**config.mk**
```make
export PLATFORM = sky130hd
export DESIGN_NAME = ex_operand_stage_flat
export DESIGN_NICKNAME = d
export VERILOG_FILES = /design/src/rtl/ex_operand_stage_pkg.sv /design/src/rtl/ex_operand_stage_if.sv /design/src/rtl/ex_operand_stage_fwd_mux.sv /design/src/rtl/ex_operand_stage.sv /design/src/flat_wrapper.sv
export SDC_FILE = /design/constraint.sdc
export NUM_CORES = 1
export LEC_CHECK = 0
export CORE_AREA = 2 2 150 152
export CTS_BUF_LIST = sky130_fd_sc_hd__clkbuf_4 sky130_fd_sc_hd__clkbuf_8 sky130_fd_sc_hd__clkbuf_16
export DETAILED_ROUTE_END_ITERATION = 8
export DIE_AREA = 0 0 152 154
export HOLD_SLACK_MARGIN = 0.15
export PLACE_DENSITY = 0.91
export SLEW_MARGIN = 20
export SYNTH_ARGS = -nofsm -noshare
export SYNTH_HDL_FRONTEND = slang
export SYNTH_SLANG_ARGS = --single-unit
```
**constraint.sdc**
```tcl
create_clock -name clk -period 4.5 [get_ports clk]
set_input_delay 1.125 -clock clk [delete_from_list [all_inputs] [get_ports clk]]
set_output_delay 1.125 -clock clk [all_outputs]
set_load 0.005 [all_outputs]
```
**src/rtl/ex_operand_stage_pkg.sv**
```systemverilog
// Shared types for the ID/EX operand stage: widths, ALU op codes, forward select, ID/EX record.
package ex_operand_stage_pkg;

  localparam int XLEN      = 32;
  localparam int REG_AW    = 5;
  localparam int ALUCTRL_W = 4;

  typedef enum logic [ALUCTRL_W-1:0] {
    ALU_ADD  = 4'd0,
    ALU_SUB  = 4'd1,
    ALU_AND  = 4'd2,
    ALU_OR   = 4'd3,
    ALU_XOR  = 4'd4,
    ALU_SLL  = 4'd5,
    ALU_SRL  = 4'd6,
    ALU_SRA  = 4'd7,
    ALU_SLT  = 4'd8,
    ALU_SLTU = 4'd9,
    ALU_PASS = 4'd10
  } alu_op_e;

  typedef enum logic [1:0] {
    FWD_NONE = 2'd0,
    FWD_MEM  = 2'd1,
    FWD_WB   = 2'd2
  } fwd_sel_e;

  typedef struct packed {
    logic [XLEN-1:0]   pc;
    logic [XLEN-1:0]   rs1_data;
    logic [XLEN-1:0]   rs2_data;
    logic [XLEN-1:0]   imm;
    logic [REG_AW-1:0] rs1_addr;
    logic [REG_AW-1:0] rs2_addr;
    logic [REG_AW-1:0] rd_addr;
    alu_op_e           alu_ctrl;
    logic              src1_pc;
    logic              src2_imm;
    logic              reg_write;
  } id_ex_t;

  // x0 is hardwired zero, so it never matches a producer.
  function automatic logic addr_hit(input logic en, input logic [REG_AW-1:0] rd,
                                    input logic [REG_AW-1:0] rs);
    return en && (rd == rs) && (rs != '0);
  endfunction

endpackage

```
**src/rtl/ex_operand_stage_if.sv**
```systemverilog
// Decode, forwarding and ALU-side signals of the operand stage; master = surroundings, slave = stage.
interface ex_operand_stage_if;
  import ex_operand_stage_pkg::*;

  logic                 id_valid;
  logic                 id_ready;
  logic [XLEN-1:0]      id_pc;
  logic [XLEN-1:0]      id_rs1_data;
  logic [XLEN-1:0]      id_rs2_data;
  logic [XLEN-1:0]      id_imm;
  logic [REG_AW-1:0]    id_rs1_addr;
  logic [REG_AW-1:0]    id_rs2_addr;
  logic [REG_AW-1:0]    id_rd_addr;
  logic [ALUCTRL_W-1:0] id_alu_ctrl;
  logic                 id_src1_pc;
  logic                 id_src2_imm;
  logic                 id_reg_write;

  logic                 mem_fwd_en;
  logic                 mem_is_load;
  logic [REG_AW-1:0]    mem_rd_addr;
  logic [XLEN-1:0]      mem_rd_data;
  logic                 wb_fwd_en;
  logic [REG_AW-1:0]    wb_rd_addr;
  logic [XLEN-1:0]      wb_rd_data;

  logic                 ex_valid;
  logic                 ex_ready;
  logic [XLEN-1:0]      alu_din1;
  logic [XLEN-1:0]      alu_din2;
  logic [ALUCTRL_W-1:0] alu_ctrl;
  logic [REG_AW-1:0]    ex_rd_addr;
  logic                 ex_reg_write;
  logic [XLEN-1:0]      ex_rs2_fwd;
  logic [XLEN-1:0]      ex_pc;

  modport master (
    output id_valid, id_pc, id_rs1_data, id_rs2_data, id_imm, id_rs1_addr, id_rs2_addr,
           id_rd_addr, id_alu_ctrl, id_src1_pc, id_src2_imm, id_reg_write,
           mem_fwd_en, mem_is_load, mem_rd_addr, mem_rd_data,
           wb_fwd_en, wb_rd_addr, wb_rd_data, ex_ready,
    input  id_ready, ex_valid, alu_din1, alu_din2, alu_ctrl, ex_rd_addr, ex_reg_write,
           ex_rs2_fwd, ex_pc
  );

  modport slave (
    input  id_valid, id_pc, id_rs1_data, id_rs2_data, id_imm, id_rs1_addr, id_rs2_addr,
           id_rd_addr, id_alu_ctrl, id_src1_pc, id_src2_imm, id_reg_write,
           mem_fwd_en, mem_is_load, mem_rd_addr, mem_rd_data,
           wb_fwd_en, wb_rd_addr, wb_rd_data, ex_ready,
    output id_ready, ex_valid, alu_din1, alu_din2, alu_ctrl, ex_rd_addr, ex_reg_write,
           ex_rs2_fwd, ex_pc
  );

endinterface

```
**src/rtl/ex_operand_stage_fwd_mux.sv**
```systemverilog
// Per-source forwarding mux: MEM result beats WB result, x0 is never forwarded. Purely combinational.
module ex_fwd_mux
  import ex_operand_stage_pkg::*;
(
  input  logic [REG_AW-1:0] rs_addr,
  input  logic [XLEN-1:0]   rs_data,
  input  logic              mem_fwd_en,
  input  logic [REG_AW-1:0] mem_rd_addr,
  input  logic [XLEN-1:0]   mem_rd_data,
  input  logic              wb_fwd_en,
  input  logic [REG_AW-1:0] wb_rd_addr,
  input  logic [XLEN-1:0]   wb_rd_data,
  output logic [XLEN-1:0]   fwd_data,
  output fwd_sel_e          fwd_sel
);

  always_comb begin
    fwd_sel  = FWD_NONE;
    fwd_data = rs_data;
    if (addr_hit(mem_fwd_en, mem_rd_addr, rs_addr)) begin
      fwd_sel  = FWD_MEM;
      fwd_data = mem_rd_data;
    end else if (addr_hit(wb_fwd_en, wb_rd_addr, rs_addr)) begin
      fwd_sel  = FWD_WB;
      fwd_data = wb_rd_data;
    end
  end

endmodule

```
**src/rtl/ex_operand_stage.sv**
```systemverilog
// ID/EX register with MEM/WB forwarding and load-use stall; operands valid one cycle after capture.
// Single entry: id_ready only while empty or draining this cycle; held operands track forwarding while stalled.
module ex_operand_stage
  import ex_operand_stage_pkg::*;
(
  input  logic                clk,
  input  logic                rst_n,
  input  logic                flush,
  ex_operand_stage_if.slave   bus
);

  logic            occ;
  id_ex_t          q;
  logic            hazard;
  logic            ex_valid_int;
  logic            ex_fire;
  logic            capture;
  logic [XLEN-1:0] rs1_fwd;
  logic [XLEN-1:0] rs2_fwd;
  fwd_sel_e        rs1_sel;
  fwd_sel_e        rs2_sel;
  logic [XLEN-1:0] cap_rs1;
  logic [XLEN-1:0] cap_rs2;

  ex_fwd_mux u_fwd_rs1 (
    .rs_addr     (q.rs1_addr),
    .rs_data     (q.rs1_data),
    .mem_fwd_en  (bus.mem_fwd_en),
    .mem_rd_addr (bus.mem_rd_addr),
    .mem_rd_data (bus.mem_rd_data),
    .wb_fwd_en   (bus.wb_fwd_en),
    .wb_rd_addr  (bus.wb_rd_addr),
    .wb_rd_data  (bus.wb_rd_data),
    .fwd_data    (rs1_fwd),
    .fwd_sel     (rs1_sel)
  );

  ex_fwd_mux u_fwd_rs2 (
    .rs_addr     (q.rs2_addr),
    .rs_data     (q.rs2_data),
    .mem_fwd_en  (bus.mem_fwd_en),
    .mem_rd_addr (bus.mem_rd_addr),
    .mem_rd_data (bus.mem_rd_data),
    .wb_fwd_en   (bus.wb_fwd_en),
    .wb_rd_addr  (bus.wb_rd_addr),
    .wb_rd_data  (bus.wb_rd_data),
    .fwd_data    (rs2_fwd),
    .fwd_sel     (rs2_sel)
  );

  // A MEM hit on a load means the value is not produced yet; rs2 always counts (store data).
  assign hazard = occ & bus.mem_is_load &
                  (((rs1_sel == FWD_MEM) & ~q.src1_pc) | (rs2_sel == FWD_MEM));

  assign ex_valid_int = occ & ~hazard;
  assign ex_fire      = ex_valid_int & bus.ex_ready;
  assign bus.id_ready = ~occ | ex_fire;
  assign capture      = bus.id_valid & (~occ | ex_fire) & ~flush;

  // Register-file data may be one write behind; catch the WB write landing this cycle.
  assign cap_rs1 = addr_hit(bus.wb_fwd_en, bus.wb_rd_addr, bus.id_rs1_addr) ?
                   bus.wb_rd_data : bus.id_rs1_data;
  assign cap_rs2 = addr_hit(bus.wb_fwd_en, bus.wb_rd_addr, bus.id_rs2_addr) ?
                   bus.wb_rd_data : bus.id_rs2_data;

  always_ff @(posedge clk or negedge rst_n) begin
    if (!rst_n) begin
      occ <= 1'b0;
      q   <= '0;
    end else if (flush) begin
      occ <= 1'b0;
    end else if (capture) begin
      occ         <= 1'b1;
      q.pc        <= bus.id_pc;
      q.rs1_data  <= cap_rs1;
      q.rs2_data  <= cap_rs2;
      q.imm       <= bus.id_imm;
      q.rs1_addr  <= bus.id_rs1_addr;
      q.rs2_addr  <= bus.id_rs2_addr;
      q.rd_addr   <= bus.id_rd_addr;
      q.alu_ctrl  <= alu_op_e'(bus.id_alu_ctrl);
      q.src1_pc   <= bus.id_src1_pc;
      q.src2_imm  <= bus.id_src2_imm;
      q.reg_write <= bus.id_reg_write;
    end else if (ex_fire) begin
      occ <= 1'b0;
    end else if (occ) begin
      // Latch the forwarded values so they outlive a producer that retires during the stall.
      q.rs1_data <= rs1_fwd;
      q.rs2_data <= rs2_fwd;
    end
  end

  assign bus.ex_valid     = ex_valid_int;
  assign bus.alu_din1     = q.src1_pc  ? q.pc  : rs1_fwd;
  assign bus.alu_din2     = q.src2_imm ? q.imm : rs2_fwd;
  assign bus.alu_ctrl     = q.alu_ctrl;
  assign bus.ex_rd_addr   = q.rd_addr;
  assign bus.ex_reg_write = occ & q.reg_write;
  assign bus.ex_rs2_fwd   = rs2_fwd;
  assign bus.ex_pc        = q.pc;

endmodule

```
**src/flat_wrapper.sv**
```systemverilog
// flat-port wrapper written by rule: the top's interface ports become plain ports
module ex_operand_stage_flat import ex_operand_stage_pkg::*;
  (clk, rst_n, flush, bus_id_valid, bus_id_pc, bus_id_rs1_data, bus_id_rs2_data, bus_id_imm, bus_id_rs1_addr, bus_id_rs2_addr, bus_id_rd_addr, bus_id_alu_ctrl, bus_id_src1_pc, bus_id_src2_imm, bus_id_reg_write, bus_mem_fwd_en, bus_mem_is_load, bus_mem_rd_addr, bus_mem_rd_data, bus_wb_fwd_en, bus_wb_rd_addr, bus_wb_rd_data, bus_ex_ready, bus_id_ready, bus_ex_valid, bus_alu_din1, bus_alu_din2, bus_alu_ctrl, bus_ex_rd_addr, bus_ex_reg_write, bus_ex_rs2_fwd, bus_ex_pc);
  ex_operand_stage_if bus_i ();
  input  logic clk;
  input  logic rst_n;
  input  logic flush;
  input wire logic [$bits(bus_i.id_valid)-1:0] bus_id_valid;
  input wire logic [$bits(bus_i.id_pc)-1:0] bus_id_pc;
  input wire logic [$bits(bus_i.id_rs1_data)-1:0] bus_id_rs1_data;
  input wire logic [$bits(bus_i.id_rs2_data)-1:0] bus_id_rs2_data;
  input wire logic [$bits(bus_i.id_imm)-1:0] bus_id_imm;
  input wire logic [$bits(bus_i.id_rs1_addr)-1:0] bus_id_rs1_addr;
  input wire logic [$bits(bus_i.id_rs2_addr)-1:0] bus_id_rs2_addr;
  input wire logic [$bits(bus_i.id_rd_addr)-1:0] bus_id_rd_addr;
  input wire logic [$bits(bus_i.id_alu_ctrl)-1:0] bus_id_alu_ctrl;
  input wire logic [$bits(bus_i.id_src1_pc)-1:0] bus_id_src1_pc;
  input wire logic [$bits(bus_i.id_src2_imm)-1:0] bus_id_src2_imm;
  input wire logic [$bits(bus_i.id_reg_write)-1:0] bus_id_reg_write;
  input wire logic [$bits(bus_i.mem_fwd_en)-1:0] bus_mem_fwd_en;
  input wire logic [$bits(bus_i.mem_is_load)-1:0] bus_mem_is_load;
  input wire logic [$bits(bus_i.mem_rd_addr)-1:0] bus_mem_rd_addr;
  input wire logic [$bits(bus_i.mem_rd_data)-1:0] bus_mem_rd_data;
  input wire logic [$bits(bus_i.wb_fwd_en)-1:0] bus_wb_fwd_en;
  input wire logic [$bits(bus_i.wb_rd_addr)-1:0] bus_wb_rd_addr;
  input wire logic [$bits(bus_i.wb_rd_data)-1:0] bus_wb_rd_data;
  input wire logic [$bits(bus_i.ex_ready)-1:0] bus_ex_ready;
  output wire logic [$bits(bus_i.id_ready)-1:0] bus_id_ready;
  output wire logic [$bits(bus_i.ex_valid)-1:0] bus_ex_valid;
  output wire logic [$bits(bus_i.alu_din1)-1:0] bus_alu_din1;
  output wire logic [$bits(bus_i.alu_din2)-1:0] bus_alu_din2;
  output wire logic [$bits(bus_i.alu_ctrl)-1:0] bus_alu_ctrl;
  output wire logic [$bits(bus_i.ex_rd_addr)-1:0] bus_ex_rd_addr;
  output wire logic [$bits(bus_i.ex_reg_write)-1:0] bus_ex_reg_write;
  output wire logic [$bits(bus_i.ex_rs2_fwd)-1:0] bus_ex_rs2_fwd;
  output wire logic [$bits(bus_i.ex_pc)-1:0] bus_ex_pc;
  assign bus_i.id_valid = bus_id_valid;
  assign bus_i.id_pc = bus_id_pc;
  assign bus_i.id_rs1_data = bus_id_rs1_data;
  assign bus_i.id_rs2_data = bus_id_rs2_data;
  assign bus_i.id_imm = bus_id_imm;
  assign bus_i.id_rs1_addr = bus_id_rs1_addr;
  assign bus_i.id_rs2_addr = bus_id_rs2_addr;
  assign bus_i.id_rd_addr = bus_id_rd_addr;
  assign bus_i.id_alu_ctrl = bus_id_alu_ctrl;
  assign bus_i.id_src1_pc = bus_id_src1_pc;
  assign bus_i.id_src2_imm = bus_id_src2_imm;
  assign bus_i.id_reg_write = bus_id_reg_write;
  assign bus_i.mem_fwd_en = bus_mem_fwd_en;
  assign bus_i.mem_is_load = bus_mem_is_load;
  assign bus_i.mem_rd_addr = bus_mem_rd_addr;
  assign bus_i.mem_rd_data = bus_mem_rd_data;
  assign bus_i.wb_fwd_en = bus_wb_fwd_en;
  assign bus_i.wb_rd_addr = bus_wb_rd_addr;
  assign bus_i.wb_rd_data = bus_wb_rd_data;
  assign bus_i.ex_ready = bus_ex_ready;
  assign bus_id_ready = bus_i.id_ready;
  assign bus_ex_valid = bus_i.ex_valid;
  assign bus_alu_din1 = bus_i.alu_din1;
  assign bus_alu_din2 = bus_i.alu_din2;
  assign bus_alu_ctrl = bus_i.alu_ctrl;
  assign bus_ex_rd_addr = bus_i.ex_rd_addr;
  assign bus_ex_reg_write = bus_i.ex_reg_write;
  assign bus_ex_rs2_fwd = bus_i.ex_rs2_fwd;
  assign bus_ex_pc = bus_i.ex_pc;
  ex_operand_stage u_core (.clk(clk), .rst_n(rst_n), .flush(flush), .bus(bus_i));
endmodule
```
==> results of run 1 <==
## power breakdown
part           internal, mW  leakage [nW]  switching, mW
Sequential             1.67          1.85          0.256
Combinational          1.50          4.46          0.976
Clock                 0.881         0.281          0.592
## how the worst max path moves through the flow
stage	end	slack [ns]	cells past startpoint
final	bus_alu_din1[16]	0.04	10
after global routing	bus_alu_din2[28]	-0.04	12
after CTS	bus_alu_din2[30]	-0.06	12
after detailed placement	bus_alu_din2[25]	-0.42	10
after global placement	bus_alu_din2[25]	-0.32	10
after floorplan	bus_alu_din1[10]	0.44	8
## routing by layer
| layer | global-route usage (%) | vias to the layer above | share of wire [%] |
|---|---|---|---|
| li1 | - | 4069 | - |
| met2 | 51.5 | 408 | 51 |
| met4 | 15.4 | 0 | 4.3 |
| met1 | 34.1 | 4340 | 39 |
| met3 | 6.40 | 95 | 6.1 |
| met5 | 0 | - | 0 |
## cells in the final DEF (no fill, tap or decap), types with 4 or more instances in the layout
cell type        synthesis  routed
clkdlybuf4s50_1          0     278
mux2_2                 214     202
dfrtp_1                151     149
mux2i_1                128     115
nand2_1                 99      97
buf_4                   50      89
o21ai_1                 64      69
dlygate4sd2_1            0      66
nor2_1                  39      36
o21ai_2                  0      24
dlymetal6s2s_1           0      20
a21oi_1                 35      18
a21oi_2                  0      17
clkbuf_16                0      17
buf_12                   0      14
xnor2_1                 16      13
buf_6                    0      13
xor2_1                  12      12
mux2_4                   0      12
mux2i_2                  0       8
buf_16                   0       8
nor3_1                   6       5
nand4_1                  5       5
mux2i_4                  0       5
o21ai_0                 33       4
## cells by family (layout without fill, tap and decap cells)
| kind of cell | count (synthesis) | in the layout | share of synthesized area [%] |
|---|---|---|---|
| AOI/OAI and AO/OA | 137 | 137 | 7.40 |
| xor gates and xnor gates | 28 | 28 | 2.53 |
| DFF | 151 | 151 | 38.9 |
| muxes | 342 | 342 | 38.0 |
| and+or+nand+nor | 159 | 159 | 6.67 |
| buffers and inverters | 111 | 529 | 6.43 |
## critical path, delay by kind of cell
kind	cells	cell delay, ns
multiplexers	2	0.48
XOR/XNOR	1	0.17
AO/OA/AOI/OAI	2	0.40
AND/OR/NAND/NOR	1	0.18
buffers and inverters	4	0.97
## final cells by class
| class | instances | area (µm²) | area share, % |
|---|---|---|---|
| tap | 280 | 350 | 2.26 |
| multi-input combinational | 666 | 5690 | 36.8 |
| clock buffer | 18 | 439 | 2.84 |
| clock inverter | 11 | 149 | 0.962 |
| sequential | 151 | 3780 | 24.4 |
| inverter | 3 | 11.3 | 0.0728 |
| timing repair buffer | 497 | 5050 | 32.7 |
## synth_stat cells (5+ instances only)
master,instances,area (µm²)
nor3_1,6,30.0
o21ai_0,33,165
nand4_1,5,31.3
nand2_1,99,372
a21oi_1,35,175
xor2_1,12,105
buf_4,50,375
xnor2_1,16,140
nor2_1,39,146
o21ai_1,64,320
mux2_2,214,2410
mux2i_1,128,1280
buf_2,16,80.1
clkbuf_1,39,146
dfrtp_1,151,3780
## state kept, by name, summed over array words and instances, names as in the netlist
name and cells:
u_core.q 109, u_core.bus.ex_pc 32, u_core.bus.ex_rd_addr 5, u_core.bus.alu_ctrl 4, u_core.occ 1
## repair_timing
action	4_1_cts	5_1_grt
resized for setup	174	62
setup buffers	29	17
gates cloned	10	0
pin swaps	17	8
endpoints found under the setup margin	96	66
hold buffers	0	0
==> impl_results.html, run 1 <==
<table>
<tr><th>Metric</th><th>Value</th></tr>
<tr><th colspan="2">Outcome</th></tr>
<tr><td>Status</td><td>finished clean</td></tr>
<tr><th colspan="2">Hold path</th></tr>
<tr><td>Worst hold path depth</td><td>2</td></tr>
<tr><td>Class of the tightest hold or removal check</td><td>flop to flop</td></tr>
<tr><td>Hold_sp</td><td>u_core.q[83]</td></tr>
<tr><td>Worst Hold Endpoint</td><td>u_core.q[83]</td></tr>
<tr><th colspan="2">Drt</th></tr>
<tr><td>Routed via count divided by cell count</td><td>5.48</td></tr>
<tr><td>Final wirelength</td><td>35,500 µm</td></tr>
<tr><td>Detail Route Antenna Nets</td><td>0</td></tr>
<tr><td>Via total after detailed routing</td><td>8,912</td></tr>
<tr><td>Post-route DRC</td><td>0</td></tr>
<tr><td>Initial DRT Pass Iterations</td><td>5</td></tr>
<tr><td>WL/cell</td><td>21.8 µm</td></tr>
<tr><td>DR iter-0 viols</td><td>367</td></tr>
<tr><th colspan="2">Synth</th></tr>
<tr><td>Count of flip-flops with a built-in enable after synthesis</td><td>0</td></tr>
<tr><td>Per-instance average area after synthesis</td><td>10.5 µm²</td></tr>
<tr><td>Yosys cell types</td><td>28</td></tr>
<tr><td>Sequential cell area fraction in the yosys report</td><td>38.9%</td></tr>
<tr><td>Synth async-reset ratio</td><td>100%</td></tr>
<tr><td>Synth Cell Area</td><td>9700 µm²</td></tr>
<tr><td>Number of storage elements in the synthesis netlist</td><td>151</td></tr>
<tr><td>Yosys synthesis warning count</td><td>0</td></tr>
<tr><td>Post-Synthesis Cells</td><td>928</td></tr>
<tr><td>Total nets after synthesis</td><td>1,160</td></tr>
<tr><td>Most instantiated flip-flop cell in the synthesis netlist</td><td>dfrtp_1</td></tr>
<tr><th colspan="2">STA</th></tr>
<tr><td>Tmin final</td><td>4.46 ns</td></tr>
<tr><td>Worst slew margin relative to its limit</td><td>25.4%</td></tr>
<tr><td>Final Worst Setup Slack</td><td>0.0376 ns</td></tr>
<tr><td>Clock Skew</td><td>0.0156 ns</td></tr>
<tr><td>Slew at the pin closest to its max-slew limit</td><td>1.12 ns</td></tr>
<tr><td>Fin. Hold Viols</td><td>0</td></tr>
<tr><td>Final setup vio count</td><td>0</td></tr>
<tr><td>Sum Neg Setup Slack</td><td>0 ns</td></tr>
<tr><td>Tightest hold margin</td><td>0.490 ns</td></tr>
<tr><td>Highest achievable clock rate</td><td>224 MHz</td></tr>
<tr><td>Count of final max-slew check failures</td><td>0</td></tr>
<tr><td>Post-route fraction of the period consumed by the critical path</td><td>99.2%</td></tr>
<tr><th colspan="2">Placement</th></tr>
<tr><td>Count of input and output buffers</td><td>371</td></tr>
<tr><td>Area after detailed placement</td><td>13,900 µm²</td></tr>
<tr><td>Total half-perimeter wirelength after legalization and detailed placement</td><td>22,900 µm</td></tr>
<tr><td>Worst slack at placement</td><td>-0.416 ns</td></tr>
<tr><td>Routability-driven placement congestion ratio</td><td>0.902</td></tr>
<tr><td>Placed insts</td><td>1,542</td></tr>
<tr><th colspan="2">GRT</th></tr>
<tr><td>Remaining Overflow, GRT</td><td>0</td></tr>
<tr><td>Maximum number of pins on one net before global-route repair</td><td>130</td></tr>
<tr><td>Number of global-route vias before repair</td><td>9,648</td></tr>
<tr><td>Number of antenna violations at the first check in global routing</td><td>0</td></tr>
<tr><td>Global-route wire length before repair</td><td>53,600 µm</td></tr>
<tr><td>Global-route total usage across every layer</td><td>29.5%</td></tr>
<tr><th colspan="2">Clock tree</th></tr>
<tr><td>Clock tree from TritonCTS</td><td>yes</td></tr>
<tr><td>Root Buffer</td><td>clkbuf_16</td></tr>
<tr><td>Clock sink total</td><td>151</td></tr>
<tr><td>Latest clock arrival within the worst-skew pair</td><td>0.42 ns</td></tr>
<tr><td>Maximum count of clock buffers along a single path</td><td>2</td></tr>
<tr><td>Clock H-tree levels</td><td>4</td></tr>
<tr><td>Reg clk slew, reported paths</td><td>0.06 ns</td></tr>
<tr><td>TritonCTS Buffers</td><td>17</td></tr>
<tr><th colspan="2">Cells and area</th></tr>
<tr><td>Area added between synthesis and finish</td><td>59.5%</td></tr>
<tr><td>Fill count</td><td>1,489</td></tr>
<tr><td>Diode count</td><td>0</td></tr>
<tr><td>Post-route design area</td><td>15,500 µm²</td></tr>
<tr><td>Post-layout util</td><td>71.4%</td></tr>
<tr><td>Share of cells above drive strength 1</td><td>33.1%</td></tr>
<tr><td>Layout net count</td><td>1,568</td></tr>
<tr><td>Cell Count, Final, Fillers Out</td><td>1,626</td></tr>
<tr><th colspan="2">Critical path</th></tr>
<tr><td>Depth of the most critical reg-to-reg path</td><td>7</td></tr>
<tr><td>Worst R2R Start</td><td>u_core.q[14]</td></tr>
<tr><td>Required time of the critical path</td><td>3.38 ns</td></tr>
<tr><td>Launch point of the critical path</td><td>bus_wb_rd_addr[0]</td></tr>
<tr><td>Critical Path Start Type</td><td>input port</td></tr>
<tr><td>Nature of the critical path endpoint</td><td>primary output</td></tr>
<tr><td>Arrival time worst endpoint</td><td>3.34 ns</td></tr>
<tr><td>Register-to-register setup slack</td><td>1.42 ns</td></tr>
<tr><td>Biggest cell delay along the critical path</td><td>0.44 ns</td></tr>
<tr><td>Critical-path maximum fanout</td><td>6</td></tr>
<tr><td>Sequence of cells on the critical path</td><td>clkdlybuf4s15_2, xnor2_1, nand4_1, a211oi_4, buf_12, buf_8, mux2i_1, a21oi_2, mux2_2, clkdlybuf4s50_1</td></tr>
<tr><td>End of the worst register-to-register path</td><td>u_core.q[2]</td></tr>
<tr><td>Critical-path cell with the highest stage delay</td><td>clkdlybuf4s50_1</td></tr>
<tr><td>Critical path start-end classification</td><td>input port to primary output</td></tr>
<tr><th colspan="2">Die</th></tr>
<tr><td>Std-Cell Rows</td><td>54</td></tr>
<tr><td>Die Footprint</td><td>23,400 µm²</td></tr>
<tr><td>Die width</td><td>152 µm</td></tr>
<tr><td>Boundary pin count</td><td>372</td></tr>
<tr><td>Starting utilization of the core area</td><td>44.7%</td></tr>
<tr><td>Placeable core region</td><td>21,700 µm²</td></tr>
<tr><td>Die Y</td><td>154 µm</td></tr>
<tr><th colspan="2">Pwr</th></tr>
<tr><td>Pwr dens</td><td>380 nW/µm²</td></tr>
<tr><td>Overall power of the completed layout</td><td>5.88 mW</td></tr>
<tr><td>P_leak</td><td>6.59 nW</td></tr>
<tr><td>Peak ir drop on the vdd network</td><td>221 µV</td></tr>
<tr><th colspan="2">Flow run</th></tr>
<tr><td>Number of max-cap violations</td><td>0</td></tr>
</table>
No activity file was read; power rests on OpenSTA's default activity.
==> inputs of run 2 (changes only) <==
--- a/config.mk
+++ b/config.mk
@@ -5,10 +5,10 @@
 export SDC_FILE = /design/constraint.sdc
 export NUM_CORES = 1
 export LEC_CHECK = 0
-export CORE_AREA = 2 2 150 152
+export CORE_AREA = 3 3 151 153
 export CTS_BUF_LIST = sky130_fd_sc_hd__clkbuf_4 sky130_fd_sc_hd__clkbuf_8 sky130_fd_sc_hd__clkbuf_16
 export DETAILED_ROUTE_END_ITERATION = 8
-export DIE_AREA = 0 0 152 154
+export DIE_AREA = 0 0 154 156
 export HOLD_SLACK_MARGIN = 0.15
 export PLACE_DENSITY = 0.91
 export SLEW_MARGIN = 20
==> run 2 against run 1 <==
Against the previous run: critical path type unchanged; register-to-register slack gained 0.05 ns; design area is 2.8% lower; sequential power hardly changed; highest routed layer unchanged; critical endpoint is now bus_alu_din2[27]; wire length down 4.6%; clock power decreased by 5%.
==> impl_results.html, run 2 (synthesis results as in run 1) <==
<table>
<tr><th>Metric</th><th>Value</th></tr>
<tr><th colspan="2">Clock tree</th></tr>
<tr><td>Clock H-tree levels</td><td>4 (unchanged)</td></tr>
<tr><td>Reg clk slew, reported paths</td><td>0.06 ns (about the same)</td></tr>
<tr><td>Root Buffer</td><td>clkbuf_16</td></tr>
<tr><td>Maximum count of clock buffers along a single path</td><td>2 (unchanged)</td></tr>
<tr><td>Clock tree from TritonCTS</td><td>yes</td></tr>
<tr><td>Latest clock arrival within the worst-skew pair</td><td>0.42 ns (about the same)</td></tr>
<tr><td>Clock sink total</td><td>151 (unchanged)</td></tr>
<tr><td>TritonCTS Buffers</td><td>17 (unchanged)</td></tr>
<tr><th colspan="2">GRT</th></tr>
<tr><td>Maximum number of pins on one net before global-route repair</td><td>130 (unchanged)</td></tr>
<tr><td>Number of antenna violations at the first check in global routing</td><td>0 (unchanged)</td></tr>
<tr><td>Remaining Overflow, GRT</td><td>0 (unchanged)</td></tr>
<tr><td>Number of global-route vias before repair</td><td>9,351 (-3.1%)</td></tr>
<tr><td>Global-route wire length before repair</td><td>51,900 µm (-3.2%)</td></tr>
<tr><td>Global-route total usage across every layer</td><td>27.2% (-2.3 points)</td></tr>
<tr><th colspan="2">Cells and area</th></tr>
<tr><td>Fill count</td><td>1,538 (+3.3%)</td></tr>
<tr><td>Max FFs per register</td><td>109 (unchanged)</td></tr>
<tr><td>Register with the most flip-flops</td><td>u_core.q</td></tr>
<tr><td>Share of cells above drive strength 1</td><td>30.5% (-2.7 points)</td></tr>
<tr><td>Area of combinational cells with multiple inputs</td><td>5550 µm² (-2.4%)</td></tr>
<tr><td>Commonest cells after routing, fill and taps aside</td><td>clkdlybuf4s50_1, mux2_2, dfrtp_1</td></tr>
<tr><td>Area added between synthesis and finish</td><td>54.9%</td></tr>
<tr><td>Most common cell after layout, fill and taps aside</td><td>clkdlybuf4s50_1</td></tr>
<tr><td>Post-route design area</td><td>15,000 µm² (-2.8%)</td></tr>
<tr><td>Storage cell area</td><td>3780 µm² (unchanged)</td></tr>
<tr><td>Diode count</td><td>0 (unchanged)</td></tr>
<tr><td>Layout net count</td><td>1,552 (-1.0%)</td></tr>
<tr><th colspan="2">STA</th></tr>
<tr><td>Count of final max-slew check failures</td><td>0 (unchanged)</td></tr>
<tr><td>Highest achievable clock rate</td><td>226 MHz (+0.67%)</td></tr>
<tr><td>Tmin final</td><td>4.43 ns (-0.0299 ns)</td></tr>
<tr><td>Fin. Hold Viols</td><td>0 (unchanged)</td></tr>
<tr><td>Unrepaired setup endpoints after global routing</td><td>yes</td></tr>
<tr><td>Post-route fraction of the period consumed by the critical path</td><td>98.5% (-0.66 points)</td></tr>
<tr><td>Clock Skew</td><td>0.0198 ns (+0.00418 ns)</td></tr>
<tr><td>Slew at the pin closest to its max-slew limit</td><td>0.982 ns (-0.136 ns)</td></tr>
<tr><td>Final setup vio count</td><td>0 (unchanged)</td></tr>
<tr><td>Tightest hold margin</td><td>0.485 ns (-0.00501 ns)</td></tr>
<tr><td>Worst slew margin relative to its limit</td><td>34.5% (+9.1 points)</td></tr>
<tr><th colspan="2">Critical path</th></tr>
<tr><td>Critical-path maximum fanout</td><td>6 (unchanged)</td></tr>
<tr><td>Nature of the critical path endpoint</td><td>primary output</td></tr>
<tr><td>Worst R2R Start</td><td>u_core.q[13]</td></tr>
<tr><td>Register-to-register setup slack</td><td>1.47 ns (+0.05 ns)</td></tr>
<tr><td>Critical Path Start Type</td><td>input port</td></tr>
<tr><td>Required time of the critical path</td><td>3.38 ns (about the same)</td></tr>
<tr><td>End of the worst register-to-register path</td><td>u_core.q[70]</td></tr>
<tr><td>Critical path start-end classification</td><td>input port to primary output</td></tr>
<tr><td>Arrival time worst endpoint</td><td>3.31 ns (-0.03 ns)</td></tr>
<tr><td>Depth of the most critical reg-to-reg path</td><td>9 (+2)</td></tr>
<tr><th colspan="2">Hold path</th></tr>
<tr><td>Worst Hold Endpoint</td><td>u_core.q[84]</td></tr>
<tr><td>Worst hold path depth</td><td>2 (unchanged)</td></tr>
<tr><td>Hold_sp</td><td>u_core.q[84]</td></tr>
<tr><td>Class of the tightest hold or removal check</td><td>flop to flop</td></tr>
<tr><th colspan="2">Drt</th></tr>
<tr><td>Post-route DRC</td><td>0 (unchanged)</td></tr>
<tr><td>Routed via count divided by cell count</td><td>5.45 (-0.57%)</td></tr>
<tr><td>Final wirelength</td><td>33,900 µm (-4.6%)</td></tr>
<tr><td>Initial DRT Pass Iterations</td><td>5 (unchanged)</td></tr>
<tr><td>DR iter-0 viols</td><td>419 (+14%)</td></tr>
<tr><td>WL/cell</td><td>21.0 µm (-3.8%)</td></tr>
<tr><td>Detail Route Antenna Nets</td><td>0 (unchanged)</td></tr>
<tr><td>Via total after detailed routing</td><td>8,790 (-1.4%)</td></tr>
<tr><th colspan="2">Die</th></tr>
<tr><td>Die width</td><td>154 µm (+1.3%)</td></tr>
<tr><td>Placeable core region</td><td>21,700 µm² (unchanged)</td></tr>
<tr><td>Starting utilization of the core area</td><td>44.7% (unchanged)</td></tr>
<tr><td>Std-Cell Rows</td><td>54 (unchanged)</td></tr>
<tr><td>Die Footprint</td><td>24,000 µm² (+2.6%)</td></tr>
<tr><td>Die Y</td><td>156 µm (+1.3%)</td></tr>
<tr><td>Boundary pin count</td><td>372 (unchanged)</td></tr>
<tr><th colspan="2">Placement</th></tr>
<tr><td>Total half-perimeter wirelength after legalization and detailed placement</td><td>24,300 µm (+5.9%)</td></tr>
<tr><td>Count of input and output buffers</td><td>371 (unchanged)</td></tr>
<tr><td>Routability-driven placement congestion ratio</td><td>0.903 (about the same)</td></tr>
<tr><td>Area after detailed placement</td><td>14,000 µm² (+1.2%)</td></tr>
<tr><th colspan="2">Flow run</th></tr>
<tr><td>Number of max-cap violations</td><td>0 (unchanged)</td></tr>
<tr><th colspan="2">Outcome</th></tr>
<tr><td>Status</td><td>finished clean</td></tr>
<tr><th colspan="2">Pwr</th></tr>
<tr><td>P_leak</td><td>6.33 nW (-3.9%)</td></tr>
<tr><td>Peak ir drop on the vdd network</td><td>222 µV (about the same)</td></tr>
<tr><td>Pwr dens</td><td>382 nW/µm² (+0.49%)</td></tr>
</table>
## run 2: cell types whose count changed in the layout (fill, tap and decap cells not counted), moves of 5 or more
cell and change:
o21ai_2 -13, clkdlybuf4s50_1 +13, mux2_4 -9, o21ai_1 +12, dlygate4sd2_1 -10, clkinv_4 +5, mux2_2 +9, buf_6 -6
buf_16 -7
## run 2: how the worst max path moves through the flow
stage | slack (ns) | cells after the start | from | end
final | 0.07 | 11 | bus_mem_rd_addr[0] | bus_alu_din2[27]
after floorplan | 0.44 | 8 | bus_wb_rd_addr[2] | bus_alu_din1[10]
after detailed placement | -0.33 | 9 | bus_wb_rd_addr[3] | bus_alu_din2[24]
after CTS | -0.06 | 10 | bus_wb_rd_addr[3] | bus_alu_din1[12]
after global placement | -0.31 | 9 | bus_wb_rd_addr[4] | bus_alu_din2[24]
after global routing | -0.06 | 11 | bus_mem_rd_addr[0] | bus_alu_din2[27]
## run 2: stage by stage
step                      TNS [ns]  setup slack, ns  util [%]  total power, mW  instances
final                            0           0.0675      69.3             5.74       1613
after global routing        -0.208          -0.0581      69.3             6.06       1613
after CTS                   -0.157          -0.0617      68.3             5.72       1600
after detailed placement    -18.51           -0.327      64.7             4.36       1555
after global placement      -14.83           -0.312      64.7             4.27       1555
after floorplan                  0            0.436         -             2.96        928
## run 2: per-layer routing
layer,vias to the layer above,wire length [µm],global-route usage [%]
li1,4027,-,-
met1,4297,13000,32.6
met2,402,17400,48.1
met3,64,2190,5.33
met4,0,1250,11.1
met5,-,0,0
## run 2: area by class of cell
cell class,count,area share (%)
clock inverter,13,0.757
multi-input combinational,666,36.9
timing repair buffer,481,31.8
sequential,151,25.1
tap,280,2.33
clock buffer,19,2.97
inverter,3,0.0749
## run 2: critical path: stages
cell,delay (ns)
dlygate4sd2_1,0.27
buf_4,0.14
xnor2_1,0.14
nand4_1,0.18
nor3_4,0.20
buf_6,0.18
buf_4,0.17
nand2_1,0.08
o21ai_2,0.09
mux2_2,0.19
clkdlybuf4s50_1,0.52
## run 2: repair_timing
item / 4_1_cts / 5_1_grt
hold endpoints to repair: 0 / 0
pin swaps: 12 / 19
hold buffers: 0 / 0
resized for setup: 118 / 53
buffers inserted: 11 / 15
setup endpoints to repair: 95 / 69
gates cloned: 3 / 0
## run 2: power by group
group,total (mW),leakage [nW],switching [mW],internal (mW)
Combinational,2.44,4.20,0.951,1.49
Sequential,1.91,1.85,0.247,1.66
Clock,1.39,0.276,0.643,0.745
==> RTL change 1, RTL diff (config.mk and constraints of run 1) <==
The package constant `REG_AW` goes from 5 to 3.
--- a/src/rtl/ex_operand_stage_pkg.sv
+++ b/src/rtl/ex_operand_stage_pkg.sv
@@ -3,5 +3,5 @@
 
   localparam int XLEN      = 32;
-  localparam int REG_AW    = 5;
+  localparam int REG_AW    = 3;
   localparam int ALUCTRL_W = 4;
 
Interface: changed (6 resized); port bits go from 372 to 360. No check against the original RTL was run, so the function may have changed too.
==> RTL change 1 against run 1 <==
The flow now finishes with violations (design-rule violations, negative setup slack). Area after synthesis up 16%. Clock skew down 0.0022 ns. Total power up 6.6%. Clock power down 3%. Sequential share of layout area down 3.9 points. Sequential cell count down 6. Maximum frequency down 2.9%. Die area unchanged. Setup slack worse by 0.13 ns. Design area up 14%. Global-route usage up 16 points. Via count up 54%. Routed wire length up 57%. Largest cell class unchanged.
==> RTL change 1: results <==
set metrics [dict create \
    status "finished, violations left" \
    violations "design-rule violations, negative setup slack" \
    drc 7 \
    post_cts_buffers 52 \
    grt_max_degree 83 \
    antenna_found_initial 4 \
    r2r_cells 11 \
    irDropWorstVdd_uv 242 \
    hpwlAfterDp_mm 32.3 \
    routedWlPerCell_um 29.7 \
    drt-initial-drc-count 2308 \
    post_cts_resize_count 248 \
    whs_endpoint "u_core.bus.alu_ctrl[0]$_DFFE_PN0P_" \
    sequentialPowerShare 0.287 \
    grt_pass1_vias 14502 \
    drt_first_pass_iters 9 \
    ys_seq_area_frac 0.322 \
    hold_path.startpoint "u_core.bus.alu_ctrl[0]$_DFFE_PN0P_" \
    clk_latency_ns 0.46 \
    fin_nets 1798 \
    powerDensity_nw_per_um2 355 \
    via_per_inst 7.35 \
    grt_use_met3 0.178 \
    post-place-ws_ns -0.565 \
    power.leakage_nw 7.00 \
    dpl_cell_area_um2 15500 \
    largest_reg_flops 105 \
    whs_ns 0.492 \
    timing.rr.end "u_core.q[83]$_DFFE_PN0P_" \
    drive_gt1_frac 0.288 \
    relSlewSlack 0.176 \
    finalWorstSetupSlack_ns -0.0944 \
    place_congestion 0.934 \
    grt_util_all_layers 0.451 \
    clock_net_power_mw 1.43 \
    met2_usage 0.695 \
    grt_util_met1 0.514 \
    yosys.cell_types.count 54 \
    critPathArrivalTime_ns 3.47 \
    grt_pass1_wl_mm 82.3 \
    finalSetupViolations 4 \
    fin_skew_ns 0.0134 \
    worstHoldPathCells 1 \
    nFillCells 1185 \
    vias 13764 \
    max_stage_delay_ns 0.49 \
    r2r_start "u_core.q[10]$_DFFE_PN0P_" \
    synthTopCellsByArea "dfrtp_1 (32%), mux2_1 (8.0%), mux2_2 (6.5%)" \
    rrSetupSlack_ns 1.24 \
    tns_ns -0.211 \
    syn_inst 1186 \
    yosys-top-cells-count "dfrtp_1 (145), clkbuf_1 (113), mux2_1 (80), a21oi_1 (67), mux2_2 (65)" \
    critPathMaxFanout 20 \
    port_buffers 359 \
]
-- RTL change 1: changes by cell type after synthesis, moves of 63 or more --
| cell | before | now |
|---|---|---|
| mux2_1 | 0 | 80 |
| o211ai_1 | 0 | 63 |
| clkbuf_1 | 39 | 113 |
| mux2i_1 | 128 | 64 |
| mux2_2 | 214 | 65 |
-- RTL change 1: how the worst max path moves through the flow --
stage                            startpoint  cells after the start  slack [ns]                  to
after floorplan           bus_wb_rd_addr[1]                      8        0.48     bus_alu_din2[1]
after global placement    bus_wb_rd_addr[2]                     10       -0.51    bus_alu_din2[21]
after detailed placement  bus_wb_rd_addr[2]                      9       -0.56    bus_alu_din2[31]
after CTS                    bus_mem_fwd_en                      9       -0.05  bus_ex_rs2_fwd[15]
after global routing      bus_wb_rd_addr[1]                     10       -0.11     bus_alu_din1[7]
final                     bus_wb_rd_addr[2]                      9       -0.09     bus_alu_din1[7]
-- RTL change 1: cell type report --
cell class                 instances  area (µm²)  share of cell area
timing repair buffer             560        5470               0.310
multi-input combinational        848        7620               0.432
clock inverter                    12        98.8             0.00560
clock buffer                      20         460              0.0261
tap                              280         350              0.0198
antenna                            4        10.0            0.000567
inverter                           4        16.3            0.000921
sequential                       145        3630               0.206
-- RTL change 1: metal layers --
layer  share of wire  wire length, µm
met5               0                0
met4           0.090             5020
met3            0.14             7860
met2            0.43            24000
met1            0.34            18800
-- RTL change 1: cell families (layout without fill, tap and decap cells) --
| family | Yosys count | after routing | share of synthesized area |
|---|---|---|---|
| flip-flops | 145 | 145 | 0.322 |
| AO/OA/AOI/OAI | 364 | 364 | 0.246 |
| AND/OR/NAND/NOR | 263 | 263 | 0.133 |
| buffers and inverters | 193 | 596 | 0.0870 |
| multiplexers | 209 | 209 | 0.202 |
| other | 0 | 4 | 0 |
| XOR/XNOR | 12 | 12 | 0.00934 |
==> RTL change 2, RTL diff (flow settings as in run 1) <==
Without the edit above. Reset style: synchronous (`rst_n`), changed in one clocked block.
--- a/src/rtl/ex_operand_stage.sv
+++ b/src/rtl/ex_operand_stage.sv
@@ -64,5 +64,5 @@
                    bus.wb_rd_data : bus.id_rs2_data;
 
-  always_ff @(posedge clk or negedge rst_n) begin
+  always_ff @(posedge clk) begin
     if (!rst_n) begin
       occ <= 1'b0;
Check against the original RTL: differs if rst_n is asserted again (counterexample within 4 cycles, from zero or initial values and one cycle with rst_n low); with rst_n held inactive, the same outputs for 4 cycles.
==> RTL change 2 against run 1 <==
Sequential cell count unchanged. Sequential share of layout area decreased by 4.5 points. Final cell count increased by 16%. Area after synthesis decreased by 2.8%. Setup slack got worse by 0.010 ns. Design area decreased by 2.1%. Routed wire length increased by 12%. Largest cell class unchanged.
Power is not compared: it rests on default switching activity, and its combinational part moved more than twofold at a synthesized area within 25%.
==> RTL change 2: results <==
set metrics [dict create \
    place_congestion 0.965 \
    async_reset_ff_frac 0 \
    cts_made_buffers 17 \
    finalNonFillerCells 1889 \
    yosys-top-cells-count "nand2_1 (305), dfxtp_1 (151), a21boi_0 (77), a211oi_1 (75), clkbuf_1 (71)" \
    fin_skew_ns 0.0120 \
    antenna_found_initial 2 \
    drive_gt1_frac 0.176 \
    hold_path_class "register to register" \
    drt_first_pass_iters 5 \
    critPathMaxFanout 7 \
    drt-initial-drc-count 865 \
    max_stage_delay_ns 0.44 \
    cpMaxStageDelayCell "clkdlybuf4s50_1" \
    hpwlAfterDp_mm 27.4 \
    grt_util_all_layers 0.318 \
    clk_latency_ns 0.43 \
    syn-num-nets 1445 \
    synthTopCellsByArea "dfxtp_1 (32%), nand2_1 (12%), mux2i_1 (6.8%)" \
    clockBufferDepth 2 \
    fin_nets 1826 \
    relSlewSlack 0.427 \
    clk_pin_slew_ns 0.08 \
    yosysWarnings 0 \
    gr-total-overflow 0 \
    root_buffer "clkbuf_16" \
    nFillCells 1625 \
    power.leakage_nw 6.22 \
    ys_seq_area_frac 0.320 \
    routedWlPerCell_um 21.0 \
    grt_max_degree 86 \
    status "completed" \
    syn_avg_cell_area_um2 7.78 \
    grt_pass1_vias 10785 \
    irDropWorstVdd_uv 244 \
    critPathArrivalTime_ns 3.35 \
    vias 10775 \
    yosys.cell_types.count 34 \
    grt_pass1_wl_mm 59.3 \
]
RTL change 2: final cells by class:
class | instances | area (µm²) | share of cell area
clock inverter | 15 | 229 | 0.0151
inverter | 3 | 11.3 | 0.000743
timing repair buffer | 510 | 5180 | 0.342
clock buffer | 17 | 425 | 0.0281
tap | 280 | 350 | 0.0231
multi-input combinational | 911 | 5930 | 0.391
sequential | 151 | 3020 | 0.200
antenna | 2 | 5.00 | 0.000330
RTL change 2: logic make-up after synthesis:
| kind of cell | after synthesis | synth area share |
|---|---|---|
| buffers and inverters | 151 | 0.0818 |
| AND/OR/NAND/NOR | 459 | 0.207 |
| multiplexers | 118 | 0.132 |
| flip-flops | 151 | 0.320 |
| AO/OA/AOI/OAI | 306 | 0.232 |
| XOR/XNOR | 28 | 0.0260 |
RTL change 2: per-stage QoR:
step,TNS (ns),cell area (µm²),worst slack [ns]
3_5_place_dp,-19.31,13800,-0.363
4_1_cts,0,14800,0.00110
3_3_place_gp,-16.07,13800,-0.318
6_report,0,15200,0.0276
2_1_floorplan,0,9440,0.596
5_1_grt,-0.111,15200,-0.0451
RTL change 2: power by group:
| part | internal, mW | switching, mW |
|---|---|---|
| sequential | 1.39 | 0.0420 |
| clock | 0.955 | 0.665 |
| combinational | 0.460 | 0.364 |
| total | 2.81 | 1.07 |
RTL change 2: final timing paths:
| check | to | startpoint | cells after the start | slack [ns] |
|---|---|---|---|---|
| setup / recovery | bus_alu_din1[18] | bus_wb_rd_addr[0] | 11 | 0.03 |
| hold / removal | u_core.q[0]$_SDFFE_PN0P_ | u_core.q[0]$_SDFFE_PN0P_ | 2 | 0.46 |
| setup reg to reg | u_core.q[63]$_SDFFE_PN0P_ | u_core.q[13]$_SDFFE_PN0P_ | 11 | 1.10 |
| hold reg to reg | u_core.q[0]$_SDFFE_PN0P_ | u_core.q[0]$_SDFFE_PN0P_ | 2 | 0.46 |
RTL change 2: per-layer routing:
layer	up-vias	track usage	routed length, µm
met2	605	0.575	20000
met1	5079	0.348	14600
met5	-	0	0
met3	124	0.0758	3150
met4	0	0.158	1900
li1	4967	-	-
RTL change 2: critical path, delay by kind of cell:
kind,cells,cell delay (ns)
AO/OA/AOI/OAI,2,0.24
AND/OR/NAND/NOR,1,0.23
buffers and inverters,5,1.13
XOR/XNOR,1,0.13
multiplexers,2,0.48
RTL change 2: repair_timing:
action | CTS | global route
buffers inserted | 17 | 14
pin swaps | 13 | 25
cloned | 4 | 1
gates resized for setup | 118 | 75
setup endpoints to repair | 95 | 84
